$ cat src/rtl/vga_timing_gen_pkg.sv
// Shared types and mode constants for the VGA raster timing generator.
// Both standard modes are described as whole-mode structs so callers pick one set.
package vga_timing_gen_pkg;

  typedef struct packed {
    int h_vis;
    int h_fp;
    int h_sync;
    int h_bp;
    int v_vis;
    int v_fp;
    int v_sync;
    int v_bp;
    bit h_pol;
    bit v_pol;
  } vga_mode_t;

  localparam vga_mode_t MODE_640X480_60 = '{
    h_vis: 640, h_fp: 16, h_sync: 96, h_bp: 48,
    v_vis: 480, v_fp: 10, v_sync: 2,  v_bp: 33,
    h_pol: 1'b0, v_pol: 1'b0
  };

  function automatic vga_mode_t mode_800x600_72();
    return '{
      h_vis: 800, h_fp: 56, h_sync: 120, h_bp: 64,
      v_vis: 600, v_fp: 37, v_sync: 6,   v_bp: 23,
      h_pol: 1'b1, v_pol: 1'b1
    };
  endfunction

  // Total period of one axis: visible + front porch + sync + back porch.
  function automatic int span4(input int vis, input int fp, input int sync, input int bp);
    return vis + fp + sync + bp;
  endfunction

  // Per-coordinate decode bits carried down the latency-matching delay line.
  typedef struct packed {
    logic frame;
    logic line;
    logic vs;
    logic hs;
    logic vis;
  } tap_t;

  localparam int TAP_W = $bits(tap_t);

endpackage

$ cat src/rtl/vga_timing_gen_if.sv
// Pixel-side bundle of the timing generator: fetch coordinates out, pixel in, pins out.
// en qualifies every clock edge; there is no backpressure, a cleared en simply freezes the raster.
interface vga_timing_gen_if #(
  parameter int PIX_W = 24,
  parameter int CNT_W = 11
);

  logic             en;
  logic [PIX_W-1:0] pixelIn;
  logic [PIX_W-1:0] pixelOut;
  logic             hsync;
  logic             vsync;
  logic             de;
  logic [CNT_W-1:0] posX;
  logic [CNT_W-1:0] posY;
  logic             frame_start;
  logic             line_start;

  modport master (
    input  en,
    input  pixelIn,
    output pixelOut,
    output hsync,
    output vsync,
    output de,
    output posX,
    output posY,
    output frame_start,
    output line_start
  );

  modport slave (
    output en,
    output pixelIn,
    input  pixelOut,
    input  hsync,
    input  vsync,
    input  de,
    input  posX,
    input  posY,
    input  frame_start,
    input  line_start
  );

endinterface

$ cat src/rtl/vga_delay_line.sv
// Enable-gated shift register that delays decode bits to meet the frame-buffer read latency.
// DEPTH = 0 is a plain wire so a zero-latency pixel source needs no special casing upstream.
module vga_delay_line #(
  parameter int WIDTH = 1,
  parameter int DEPTH = 1
) (
  input  logic             clk,
  input  logic             rst,
  input  logic             en,
  input  logic [WIDTH-1:0] din,
  output logic [WIDTH-1:0] dout
);

  if (DEPTH == 0) begin : g_pass
    logic unused_ctrl;
    assign unused_ctrl = ^{clk, rst, en};
    assign dout = din;
  end else begin : g_shift
    logic [WIDTH-1:0] stage [DEPTH];

    always_ff @(posedge clk or negedge rst) begin
      if (!rst) begin
        for (int i = 0; i < DEPTH; i++) stage[i] <= '0;
      end else if (en) begin
        stage[0] <= din;
        for (int i = 1; i < DEPTH; i++) stage[i] <= stage[i-1];
      end
    end

    assign dout = stage[DEPTH-1];
  end

endmodule

$ cat src/rtl/vga_timing_gen.sv
// Parametrised VGA raster generator: issues fetch coordinates PIX_LAT cycles ahead and
// re-aligns sync, data enable, strobes and pixel data at a registered output stage.
module vga_timing_gen
  import vga_timing_gen_pkg::*;
#(
  parameter int   PIX_W   = 24,
  parameter int   CNT_W   = 11,
  parameter int   H_VIS   = MODE_640X480_60.h_vis,
  parameter int   H_FP    = MODE_640X480_60.h_fp,
  parameter int   H_SYNC  = MODE_640X480_60.h_sync,
  parameter int   H_BP    = MODE_640X480_60.h_bp,
  parameter int   V_VIS   = MODE_640X480_60.v_vis,
  parameter int   V_FP    = MODE_640X480_60.v_fp,
  parameter int   V_SYNC  = MODE_640X480_60.v_sync,
  parameter int   V_BP    = MODE_640X480_60.v_bp,
  parameter logic H_POL   = MODE_640X480_60.h_pol,
  parameter logic V_POL   = MODE_640X480_60.v_pol,
  parameter int   PIX_LAT = 1
) (
  input  logic              clk,
  input  logic              rst,
  vga_timing_gen_if.master  bus
);

  localparam int H_TOT = span4(H_VIS, H_FP, H_SYNC, H_BP);
  localparam int V_TOT = span4(V_VIS, V_FP, V_SYNC, V_BP);

  if (H_TOT > 2**CNT_W) begin : g_bad_h_tot
    $error("vga_timing_gen: H_TOT %0d does not fit in CNT_W=%0d", H_TOT, CNT_W);
  end
  if (V_TOT > 2**CNT_W) begin : g_bad_v_tot
    $error("vga_timing_gen: V_TOT %0d does not fit in CNT_W=%0d", V_TOT, CNT_W);
  end
  if (PIX_LAT < 0 || PIX_LAT > 4) begin : g_bad_lat
    $error("vga_timing_gen: PIX_LAT %0d outside 0..4", PIX_LAT);
  end

  // Decode bounds are one bit wider so a sync or visible region ending exactly at 2**CNT_W still compares correctly.
  localparam logic [CNT_W-1:0] H_LAST   = CNT_W'(H_TOT - 1);
  localparam logic [CNT_W-1:0] V_LAST   = CNT_W'(V_TOT - 1);
  localparam logic [CNT_W:0]   H_VIS_W  = (CNT_W+1)'(H_VIS);
  localparam logic [CNT_W:0]   V_VIS_W  = (CNT_W+1)'(V_VIS);
  localparam logic [CNT_W:0]   H_SS_W   = (CNT_W+1)'(H_VIS + H_FP);
  localparam logic [CNT_W:0]   H_SE_W   = (CNT_W+1)'(H_VIS + H_FP + H_SYNC);
  localparam logic [CNT_W:0]   V_SS_W   = (CNT_W+1)'(V_VIS + V_FP);
  localparam logic [CNT_W:0]   V_SE_W   = (CNT_W+1)'(V_VIS + V_FP + V_SYNC);

  logic             run;
  logic             adv;
  logic [CNT_W-1:0] pos_x;
  logic [CNT_W-1:0] pos_y;
  logic [CNT_W:0]   px_w;
  logic [CNT_W:0]   py_w;
  tap_t             raw;
  tap_t             dly;
  logic [TAP_W-1:0] dly_bits;

  logic [PIX_W-1:0] pixel_q;
  logic             de_q;
  logic             hsync_q;
  logic             vsync_q;
  logic             frame_q;
  logic             line_q;

  // The first edge after reset release only arms the raster, so (0,0) is held for one edge.
  always_ff @(posedge clk or negedge rst) begin
    if (!rst) run <= 1'b0;
    else      run <= 1'b1;
  end

  assign adv = bus.en & run;

  always_ff @(posedge clk or negedge rst) begin
    if (!rst) begin
      pos_x <= '0;
      pos_y <= '0;
    end else if (adv) begin
      if (pos_x == H_LAST) begin
        pos_x <= '0;
        pos_y <= (pos_y == V_LAST) ? '0 : pos_y + CNT_W'(1);
      end else begin
        pos_x <= pos_x + CNT_W'(1);
      end
    end
  end

  assign px_w = {1'b0, pos_x};
  assign py_w = {1'b0, pos_y};

  always_comb begin
    raw       = '0;
    raw.vis   = (px_w < H_VIS_W) && (py_w < V_VIS_W);
    raw.hs    = (px_w >= H_SS_W) && (px_w < H_SE_W);
    raw.vs    = (py_w >= V_SS_W) && (py_w < V_SE_W);
    raw.line  = (pos_x == '0);
    raw.frame = (pos_x == '0) && (pos_y == '0);
  end

  vga_delay_line #(
    .WIDTH (TAP_W),
    .DEPTH (PIX_LAT)
  ) u_delay (
    .clk  (clk),
    .rst  (rst),
    .en   (adv),
    .din  (raw),
    .dout (dly_bits)
  );

  assign dly = tap_t'(dly_bits);

  // Strobes fall on every non-advancing edge so a frozen raster never repeats them.
  always_ff @(posedge clk or negedge rst) begin
    if (!rst) begin
      pixel_q <= '0;
      de_q    <= 1'b0;
      hsync_q <= ~H_POL;
      vsync_q <= ~V_POL;
      frame_q <= 1'b0;
      line_q  <= 1'b0;
    end else if (adv) begin
      pixel_q <= dly.vis ? bus.pixelIn : '0;
      de_q    <= dly.vis;
      hsync_q <= dly.hs ? H_POL : ~H_POL;
      vsync_q <= dly.vs ? V_POL : ~V_POL;
      frame_q <= dly.frame & dly.vis;
      line_q  <= dly.line & dly.vis;
    end else begin
      frame_q <= 1'b0;
      line_q  <= 1'b0;
    end
  end

  assign bus.posX        = pos_x;
  assign bus.posY        = pos_y;
  assign bus.pixelOut    = pixel_q;
  assign bus.de          = de_q;
  assign bus.hsync       = hsync_q;
  assign bus.vsync       = vsync_q;
  assign bus.frame_start = frame_q;
  assign bus.line_start  = line_q;

endmodule
$ cat src/flat_wrapper.sv
// flat-port wrapper written by rule: the top's interface ports become plain ports
module vga_timing_gen_flat import vga_timing_gen_pkg::*;
#(
  parameter int   PIX_W   = 24,
  parameter int   CNT_W   = 11,
  parameter int   H_VIS   = MODE_640X480_60.h_vis,
  parameter int   H_FP    = MODE_640X480_60.h_fp,
  parameter int   H_SYNC  = MODE_640X480_60.h_sync,
  parameter int   H_BP    = MODE_640X480_60.h_bp,
  parameter int   V_VIS   = MODE_640X480_60.v_vis,
  parameter int   V_FP    = MODE_640X480_60.v_fp,
  parameter int   V_SYNC  = MODE_640X480_60.v_sync,
  parameter int   V_BP    = MODE_640X480_60.v_bp,
  parameter logic H_POL   = MODE_640X480_60.h_pol,
  parameter logic V_POL   = MODE_640X480_60.v_pol,
  parameter int   PIX_LAT = 1
)
  (clk, rst, bus_en, bus_pixelIn, bus_pixelOut, bus_hsync, bus_vsync, bus_de, bus_posX, bus_posY, bus_frame_start, bus_line_start);
  vga_timing_gen_if #(.PIX_W(PIX_W), .CNT_W(CNT_W)) bus_i ();
  input  logic clk;
  input  logic rst;
  input wire logic [$bits(bus_i.en)-1:0] bus_en;
  input wire logic [$bits(bus_i.pixelIn)-1:0] bus_pixelIn;
  output wire logic [$bits(bus_i.pixelOut)-1:0] bus_pixelOut;
  output wire logic [$bits(bus_i.hsync)-1:0] bus_hsync;
  output wire logic [$bits(bus_i.vsync)-1:0] bus_vsync;
  output wire logic [$bits(bus_i.de)-1:0] bus_de;
  output wire logic [$bits(bus_i.posX)-1:0] bus_posX;
  output wire logic [$bits(bus_i.posY)-1:0] bus_posY;
  output wire logic [$bits(bus_i.frame_start)-1:0] bus_frame_start;
  output wire logic [$bits(bus_i.line_start)-1:0] bus_line_start;
  assign bus_i.en = bus_en;
  assign bus_i.pixelIn = bus_pixelIn;
  assign bus_pixelOut = bus_i.pixelOut;
  assign bus_hsync = bus_i.hsync;
  assign bus_vsync = bus_i.vsync;
  assign bus_de = bus_i.de;
  assign bus_posX = bus_i.posX;
  assign bus_posY = bus_i.posY;
  assign bus_frame_start = bus_i.frame_start;
  assign bus_line_start = bus_i.line_start;
  vga_timing_gen #(.PIX_W(PIX_W), .CNT_W(CNT_W), .H_VIS(H_VIS), .H_FP(H_FP), .H_SYNC(H_SYNC), .H_BP(H_BP), .V_VIS(V_VIS), .V_FP(V_FP), .V_SYNC(V_SYNC), .V_BP(V_BP), .H_POL(H_POL), .V_POL(V_POL), .PIX_LAT(PIX_LAT)) u_core (.clk(clk), .rst(rst), .bus(bus_i));
endmodule
$ cat config.mk
export PLATFORM = sky130hd
export DESIGN_NAME = vga_timing_gen_flat
export DESIGN_NICKNAME = d
export VERILOG_FILES = /design/src/rtl/vga_timing_gen_pkg.sv /design/src/rtl/vga_timing_gen_if.sv /design/src/rtl/vga_delay_line.sv /design/src/rtl/vga_timing_gen.sv /design/src/flat_wrapper.sv
export SDC_FILE = /design/constraint.sdc
export NUM_CORES = 1
export LEC_CHECK = 0
export CORE_MARGIN = 10
export CORE_UTILIZATION = 45
export DETAILED_ROUTE_END_ITERATION = 7
export PLACE_DENSITY = 0.81
export SLEW_MARGIN = 20
export SYNTH_ARGS = -nofsm -noshare
export SYNTH_HDL_FRONTEND = slang
export SYNTH_HIERARCHICAL = 1
export SYNTH_SLANG_ARGS = --single-unit
$ cat constraint.sdc
create_clock -name clk -period 2.3 [get_ports clk]
set_input_delay 0.46 -clock clk [delete_from_list [all_inputs] [get_ports clk]]
set_output_delay 0.46 -clock clk [all_outputs]
set_load 0.01 [all_outputs]
; ---- After elaboration in Yosys (flattened, before gate mapping)
; Index checks and enable logic that the tools add are counted.
[op_classes]
add_sub_neg = 2
order_cmp = 6
n_eq_ne = 2
n_mux = 7
bitwise_logic = 3
n_reduce_logical = 7
[op_table]
columns = cell, count
row1 = 24-bit two-way mux, 1
row2 = "11-bit by 1-bit adder with 11-bit output, second input constant", 2
row3 = "11-bit by 10-bit equality test with 1-bit output, second input constant", 2
row4 = 11-bit zero test, 2
row5 = "11-bit by 10-bit less-than comparator with 1-bit output, second input constant", 2
row6 = "11-bit by 9-bit less-than comparator with 1-bit output, second input constant", 2
row7 = 11-bit two-way mux, 2
row8 = "11-bit by 10-bit greater-or-equal comparator with 1-bit output, second input constant", 1
row9 = "11-bit by 9-bit greater-or-equal comparator with 1-bit output, second input constant", 1
row10 = 1-bit logical AND, 4
row11 = 1-bit two-way mux, 4
row12 = 1-bit bitwise AND, 3
row13 = 2-bit AND reduction, 1
[word_totals]
reg_bits = 57
inputBits = 27
out_inout_bits = 51
wordCells = 37

; ---- Depth between registers and ports, before layout
[depth]
word_depth = 2
depth_mapped = 7
mapped_depth_nobuf = 7

; ---- Cells and area by module
; Netlist, hierarchy kept.
[modules_own_cells]
columns = mod, instances, cells_each, area_per_inst_um2, seq_area_each_um2
row1 = vga_timing_gen, 1, 249, 2364.8, 1303.8
row2 = vga_delay_line, 1, 10, 181.4, 125.1

; ---- Worst setup path after synthesis
; Ideal clock, no wire load.
[synth_timing]
path_type = register to register
startpoint = register u_core.pos_y[1], in the netlist u_core/bus.posY[1]
endpoint = register u_core.u_delay.g_shift.stage, in the netlist u_core/u_delay/dout[4]
setup_ns = 0.065
arrival_ns = 1.843
required_ns = 2.235
setup_slack_ns = 0.392
path_stages_with_launch = 8
n_path_buf = 0
synth_period_minus_slack_ns = 1.908
cell_sequence = dfrtp_1 -> inv_1 -> ha_1 -> or4b_1 -> or3_4 -> nor3_1 -> and2_1 -> mux2_2
[synth_rtl]
columns = item, line_no
row1 = start: declaration, vga_timing_gen.sv:51  ; logic [CNT_W-1:0] pos_y;
row2 = start signal: assignment, vga_timing_gen.sv:80  ; pos_y <= (pos_y == V_LAST) ? '0 : pos_y + CNT_W'(1);
row3 = end: declaration, vga_delay_line.sv:19  ; logic [WIDTH-1:0] stage [DEPTH];

==> load_flow_metrics.sql <==
INSERT INTO impl_metrics (metric_group, metric, value, unit) VALUES
('setup_path', 'cp-startpoint', 'u_core/bus.posY[1]', ''),
('timing', 'setup-violations-final', '0', ''),
('routing', 'wl_met1', '3080', 'um'),
('run_status', 'run_status', 'finished clean', ''),
('timing', 'grt_setup_unrepaired', 'false', ''),
('timing', 'final_max_slew_viol_count', '0', ''),
('routing', 'first_pass_detailed_route_iteration_total', '4', ''),
('place', 'dpl_ws', '0.278', 'ns'),
('routing', 'post-route-drc-count', '0', ''),
('floorplanning', 'die_area', '9070', 'sq um'),
('synthesis', 'netlist_area', '2550', 'sq um'),
('min_path', 'hold_path.class', 'in2async', ''),
('pwr', 'pwr_density_cell', '708', 'nW/um^2'),
('pwr', 'netSwitchingPower', '702', 'uW'),
('timing', 'fmax', '0.492', 'GHz'),
('routing', 'ant_nets', '0', ''),
('pwr', 'vdd_ir_drop_max', '0.373', 'mV'),
('floorplanning', 'start_util', '46.2', '%'),
('clock_tree', 'cts_made_buffers', '9', ''),
('setup_path', 'timing.critical_path.slowest_stage_cell', 'sky130_fd_sc_hd__or4b_1', ''),
('synthesis', 'synth_top_area_share', '54.1', '%'),
('global_routing', 'grt_pass1_vias', '2099', ''),
('synthesis', 'synthTopCellsByArea', 'sky130_fd_sc_hd__dfrtp_1, sky130_fd_sc_hd__nand2_1, sky130_fd_sc_hd__nand3_1, sky130_fd_sc_hd__mux2_2, sky130_fd_sc_hd__and3_1', ''),
('routing', 'avgViaCountPerCell', '5.34', ''),
('cells_and_area', 'antenna-diode-count', '0', ''),
('routing', 'wl', '6760', 'um'),
('synthesis', 'ys_seq_elements', '57', ''),
('global_routing', 'grt_pass1_wl', '10500', 'um'),
('clock_tree', 'post_cts.resized_instances', '0', ''),
('synthesis', 'biggest_area_consumer_among_synthesized_cells', 'sky130_fd_sc_hd__dfrtp_1', ''),
('global_routing', 'overflow', '0', ''),
('clock_tree', 'clkSinkCount', '57', ''),
('synthesis', 'synth_sequential_area_ratio', '56.1', '%'),
('routing', 'met3RoutedLength', '537', 'um'),
('routing', 'routed_via_count', '2225', ''),
('setup_path', 'beginning_of_the_worst_register_to_register_path', 'u_core/bus.posY[1]', ''),
('cells_and_area', 'fraction_of_layout_instances_using_a_drive_strength_above_1', '9.57', '%'),
('timing', 'final_critical_path_setup_slack', '0.269', 'ns'),
('synthesis', 'syn_inst', '259', ''),
('floorplanning', 'std_cell_rows', '27', ''),
('place', 'portBuffers', '77', ''),
('floorplanning', 'die_width', '95.2', 'um'),
('timing', 'finalClockSkew', '0.00493', 'ns'),
('global_routing', 'globalRouteTotalUtil', '14.8', '%'),
('synthesis', 'count_of_warnings_emitted_by_yosys', '6', ''),
('cells_and_area', 'layout_commonest_cell', 'sky130_fd_sc_hd__clkdlybuf4s50_1', ''),
('setup_path', 'critical_path_peak_fanout', '7', ''),
('floorplanning', 'ioPinCount', '78', ''),
('routing', 'routed-wl-met2', '3030', 'um'),
('timing', 'tightest_slew', '0.805', 'ns'),
('timing', 'setup_tns_after_final_layout', '0', 'ns'),
('pwr', 'pwr-share-comb', '20.4', '%'),
('setup_path', 'data_required_critical_path', '2.58', 'ns'),
('timing', 'slew_headroom', '46.3', '%'),
('pwr', 'swShare', '27.9', '%'),
('setup_path', 'critPathCaptureType', 'flip-flop', ''),
('floorplanning', 'coreArea', '5510', 'sq um'),
('timing', 'post-route-min-period', '2.03', 'ns'),
('run', 'cap_viol_max_count', '0', ''),
('timing', 'final_worst_path_period_share', '88.3', '%'),
('setup_path', 'critical_path_arrival', '2.31', 'ns'),
('clock_tree', 'postCtsHoldBufs', '0', ''),
('global_routing', 'grt_antenna_before_repair', '0', ''),
('place', 'finalWeightedCongestion', '0.818', ''),
('clock_tree', 'clk_transition_reported_paths', '0.06', 'ns'),
('floorplanning', 'die_height', '95.2', 'um'),
('clock_tree', 'cts.htree.levels', '3', ''),
('cells_and_area', 'multi_input_area', '1050', 'sq um'),
('cells_and_area', 'final_cell_mix', 'sky130_fd_sc_hd__clkdlybuf4s50_1, sky130_fd_sc_hd__nand2_1, sky130_fd_sc_hd__dfrtp_1', ''),
('setup_path', 'startpoint_type', 'flip-flop', ''),
('pwr', 'power.static_leakage', '1.66', 'nW');
==> layer usage <==
metal	vias to the layer above	global-route usage, %
met5	-	0
li1	1056	-
met2	69	22.0
met3	10	4.63
met4	0	7.48
met1	1090	18.9
==> per-stage QoR <==
| step | utilization, % | power [mW] | hold WS [ns] | cell area [sq um] | cells |
|---|---|---|---|---|---|
| 6_report | 64.6 | 2.52 | 0.126 | 3560 | 417 |
| 5_1_grt | 64.6 | 2.64 | 0.160 | 3560 | 417 |
| 4_1_cts | 64.6 | 2.55 | 0.143 | 3560 | 417 |
| 3_5_place_dp | 61.6 | 1.75 | 0.417 | 3390 | 401 |
| 3_3_place_gp | 61.6 | 1.73 | 0.414 | 3390 | 401 |
| 2_1_floorplan | - | 1.41 | 0.164 | 2550 | 259 |
==> cells in the mapped netlist, drive strengths merged <==
cell	n
mux2	6
nand3	32
conb	1
nor2	5
o31ai	4
nand4b	1
nor4	4
dfrtp	55
nor3	4
and2	3
o21a	1
or4	1
clkbuf	10
or4b	1
o22ai	3
a21oi	2
or3	2
o21ai	11
and3	10
a2bb2oi	2
inv	6
nand2	68
ha	4
dfstp	2
buf	2
xor2	3
xnor2	6
nand4	4
and4	5
and4b	1
==> logic make-up (layout without fill, tap and decap cells) <==
logic type      after synthesis  after routing  synth area share [%]
compound gates               23             23                  5.90
xor+xnor                      9              9                  3.10
fa+ha+maj                     4              4                  1.97
buf+inv                      18            104                  2.80
flops                        57             57                  56.1
mux                           6              6                  2.65
other cells                   1              1                 0.147
simple gates                141            141                  27.3
==> area by class of cell <==
class / instances / area share, %
Sequential cell: 57 / 40.2
Multi-Input combinational cell: 184 / 29.4
Timing Repair Buffer: 82 / 22.6
Clock buffer: 12 / 4.08
Tap cell: 72 / 2.53
Inverter: 6 / 0.633
Clock inverter: 4 / 0.563
==> path summary, 6_finish.rpt <==
path | end | cells after the start | slack (ns)
setup reg to reg | u_core/u_delay/dout[4] | 7 | 0.27
hold / removal | u_core/bus.pixelOut[18] | 1 | 0.13
setup / recovery | u_core/u_delay/dout[4] | 7 | 0.27
max in group asynchronous | u_core/bus.hsync | 2 | 1.47
hold reg to reg | u_core/bus.hsync | 1 | 0.42
min in group clk | u_core/bus.hsync | 1 | 0.42
==> registers in the layout (all words and copies together), names as in the netlist, 5 cells and up <==
name / flops
u_core/bus.pixelOut: 24
u_core/bus.posY: 11
u_core/bus.posX: 11
u_core/u_delay/dout: 5
==> power groups by stage <==
stage / logic, mW / registers, mW / clock network (mW)
5_1_grt: 0.563 / 1.22 / 0.856
4_1_cts: 0.524 / 1.21 / 0.814
3_5_place_dp: 0.522 / 1.22 / 0
2_1_floorplan: 0.160 / 1.25 / 0
6_report: 0.514 / 1.21 / 0.795
3_3_place_gp: 0.509 / 1.22 / 0
No activity file was read; power rests on OpenSTA's default activity.
==> edit (same settings) <==
`CNT_W` is set to 11 in 3 places; all go to 10.
--- a/src/rtl/vga_timing_gen_if.sv
+++ b/src/rtl/vga_timing_gen_if.sv
@@ -2,7 +2,7 @@
 // en qualifies every clock edge; there is no backpressure, a cleared en simply freezes the raster.
 interface vga_timing_gen_if #(
   parameter int PIX_W = 24,
-  parameter int CNT_W = 11
+  parameter int CNT_W = 10
 );
 
   logic             en;
--- a/src/rtl/vga_timing_gen.sv
+++ b/src/rtl/vga_timing_gen.sv
@@ -4,7 +4,7 @@
   import vga_timing_gen_pkg::*;
 #(
   parameter int   PIX_W   = 24,
-  parameter int   CNT_W   = 11,
+  parameter int   CNT_W   = 10,
   parameter int   H_VIS   = MODE_640X480_60.h_vis,
   parameter int   H_FP    = MODE_640X480_60.h_fp,
   parameter int   H_SYNC  = MODE_640X480_60.h_sync,
--- a/src/flat_wrapper.sv
+++ b/src/flat_wrapper.sv
@@ -2,7 +2,7 @@
 module vga_timing_gen_flat import vga_timing_gen_pkg::*;
 #(
   parameter int   PIX_W   = 24,
-  parameter int   CNT_W   = 11,
+  parameter int   CNT_W   = 10,
   parameter int   H_VIS   = MODE_640X480_60.h_vis,
   parameter int   H_FP    = MODE_640X480_60.h_fp,
   parameter int   H_SYNC  = MODE_640X480_60.h_sync,
Ports: changed (resized bus_posX and bus_posY); port bits go from 78 to 76. The function was not compared with the original's and may differ.
==> edit against the unedited design <==
Critical endpoint is now u_core/bus.posY[0]$_DFFE_PN0P_; total power fell by 11%; global-route usage fell by 0.47 points; synthesized area fell by 0.93%; critical path depth fell by 1; largest cell class unchanged; cell area fell by 3.9%; worst setup slack improved by 43 ps; routed wire length fell by 7.9%; sequential cell count fell by 2.
==> edit: results (changes against the unedited design) <==
outcome:
  status: "finished clean"  # unchanged
clocking:
  htree_levels: 2  # was 3
  clk_pin_slew_ps: 100  # was 60 ps
  clk-insertion-delay-late_ps: 310  # was 330 ps
  cts_resized: 0  # unchanged
  clk_path_buf_depth: 2  # unchanged
  cts_root_buf: "clkbuf_8"  # unchanged
  numCtsBuffers: 5  # was 9
  postCtsSetupRepairBufs: 0  # unchanged
critical_path:
  critPathMaxFanout: 6  # was 7
  ff2ff_setup_slack_ps: 310  # was 270 ps
  startpoint: "u_core/bus.posY[0]$_DFFE_PN0P_"  # was u_core/bus.posY[1]$_DFFE_PN0P_
  r2r_cells: 6  # was 7
  arrival_ps: 2180  # was 2310 ps
synthesis:
  synth_compound_area_share_pct: 4.167  # was 5.897%
  synthMuxAreaShare_pct: 3.571  # was 2.654%
  ys_warn_count: 6  # unchanged
  synth_seq_area_share_pct: 54.66  # was 56.12%
  synthArstFlopShare_pct: 100.0  # unchanged
  synth_fp_nets: 284  # was 290
  synthAdderAreaFrac_pct: 1.984  # was 1.966%
  synth_xor_area_share_pct: 3.472  # was 3.096%
  yosysUniqueCellTypes: 37  # was 35
  netlist_top_cells_area: "dfrtp_1 53%, nand2_1 10%, nand3_1 5.6%, mux2_2 3.6%, xor2_1 2.4%"  # was dfrtp_1 54%, nand2_1 10%, nand3_1 6.3%, mux2_2 2.7%, and3_1 2.5%
  synth_common_cells: "68 x nand2_1, 53 x dfrtp_1, 28 x nand3_1"  # was 68 x nand2_1, 55 x dfrtp_1, 32 x nand3_1
placed_design:
  placed_area_um2: 3331  # was 3391 µm²
  dp_hpwl_um: 4585  # was 4857 µm
  place_congestion: 0.7914  # was 0.8179
  portBuffers: 75  # was 77
min_path:
  hp-class: "primary input to async pin"  # unchanged
cells_and_area:
  final_layout_size_suffix_gt1_share_pct: 10.06  # was 9.565%
  fillCellCount: 490  # was 440
  nets: 358  # was 371
  diodes: 0  # unchanged
  largest_reg_flops: 24  # unchanged
routing:
  num_vias: 2074  # was 2225
  wirelength_um: 6224  # was 6756 µm
  drt_iter0_drc: 79  # was 109
  dr.pass1.iters: 4  # unchanged
timing:
  finClkSkew_ps: 5.729  # was 4.931 ps
  worst_pin_slew_ps: 854.5  # was 805.3 ps
global_routing:
  grt_max_degree: 44  # was 40
  grt_usage_pct: 14.29  # was 14.76%
  grt_pass1_wl_um: 10410  # was 10520 µm
  antenna_found_initial: 0  # unchanged
die:
  start_util_pct: 46.09  # was 46.24%
power:
  vdd_drop_max_mv: 0.3252  # was 0.3731 mV
  power_leakage_uw: 0.001586  # was 0.001656 µW
## edit: changes by cell type after synthesis, sizes merged, moves of 4 or more
cell	change
nor2	+6
o21ai	-5
and3	-4
nand3	-4
nand4	+4
xor2	+4
## edit: area by class of cell
class	instances	area share, %
Multi-Input combinational cell	178	30.42
Inverter	7	0.7687
Tap cell	72	2.635
Timing Repair Buffer	80	23.28
Clock inverter	3	0.5490
Sequential cell	55	40.34
Clock buffer	5	2.013
## edit: worst max-delay path: stages (launching register included)
cell	delay [ps]
dfrtp_1	470
inv_1	120
ha_1	160
nor4b_1	470
and3_1	330
nor2_1	80
mux2_2	260
## edit: through the flow
step	utilization, %	hold WS [ps]	power, µW	std cells	setup slack [ps]
6_report	62.46	31.11	2252	400	312.2
5_1_grt	62.46	34.52	2391	400	144.5
4_1_cts	62.46	34.30	2285	400	308.4
3_5_place_dp	60.86	377.9	1749	392	36.50
3_3_place_gp	60.86	367.8	1725	392	75.48
2_1_floorplan	-	164.4	1429	253	573.3
## edit: where the power goes
part,internal (µW),switching (µW),leakage [µW]
clock,215,316,0.0000483
combinational,299,224,0.000838
sequential,1080,118,0.000699
total,1590,658,0.00159
## edit: worst paths after layout
path | endpoint
setup / recovery | u_core/bus.posY[0]$_DFFE_PN0P_
hold / removal | u_core/bus.posX[4]$_DFFE_PN0P_
setup reg to reg | u_core/bus.posY[0]$_DFFE_PN0P_
hold reg to reg | u_core/bus.hsync$_DFFE_PN1P_
max in group asynchronous | u_core/bus.vsync$_DFFE_PN1P_
min in group clk | u_core/bus.hsync$_DFFE_PN1P_
## edit: per-layer routing
layer	wire length, µm	up-vias	track usage [%]
met5	0	-	0
met4	45	0	3.616
met3	433	5	4.837
met2	3161	45	24.43
met1	2583	1024	16.84
li1	-	1000	-
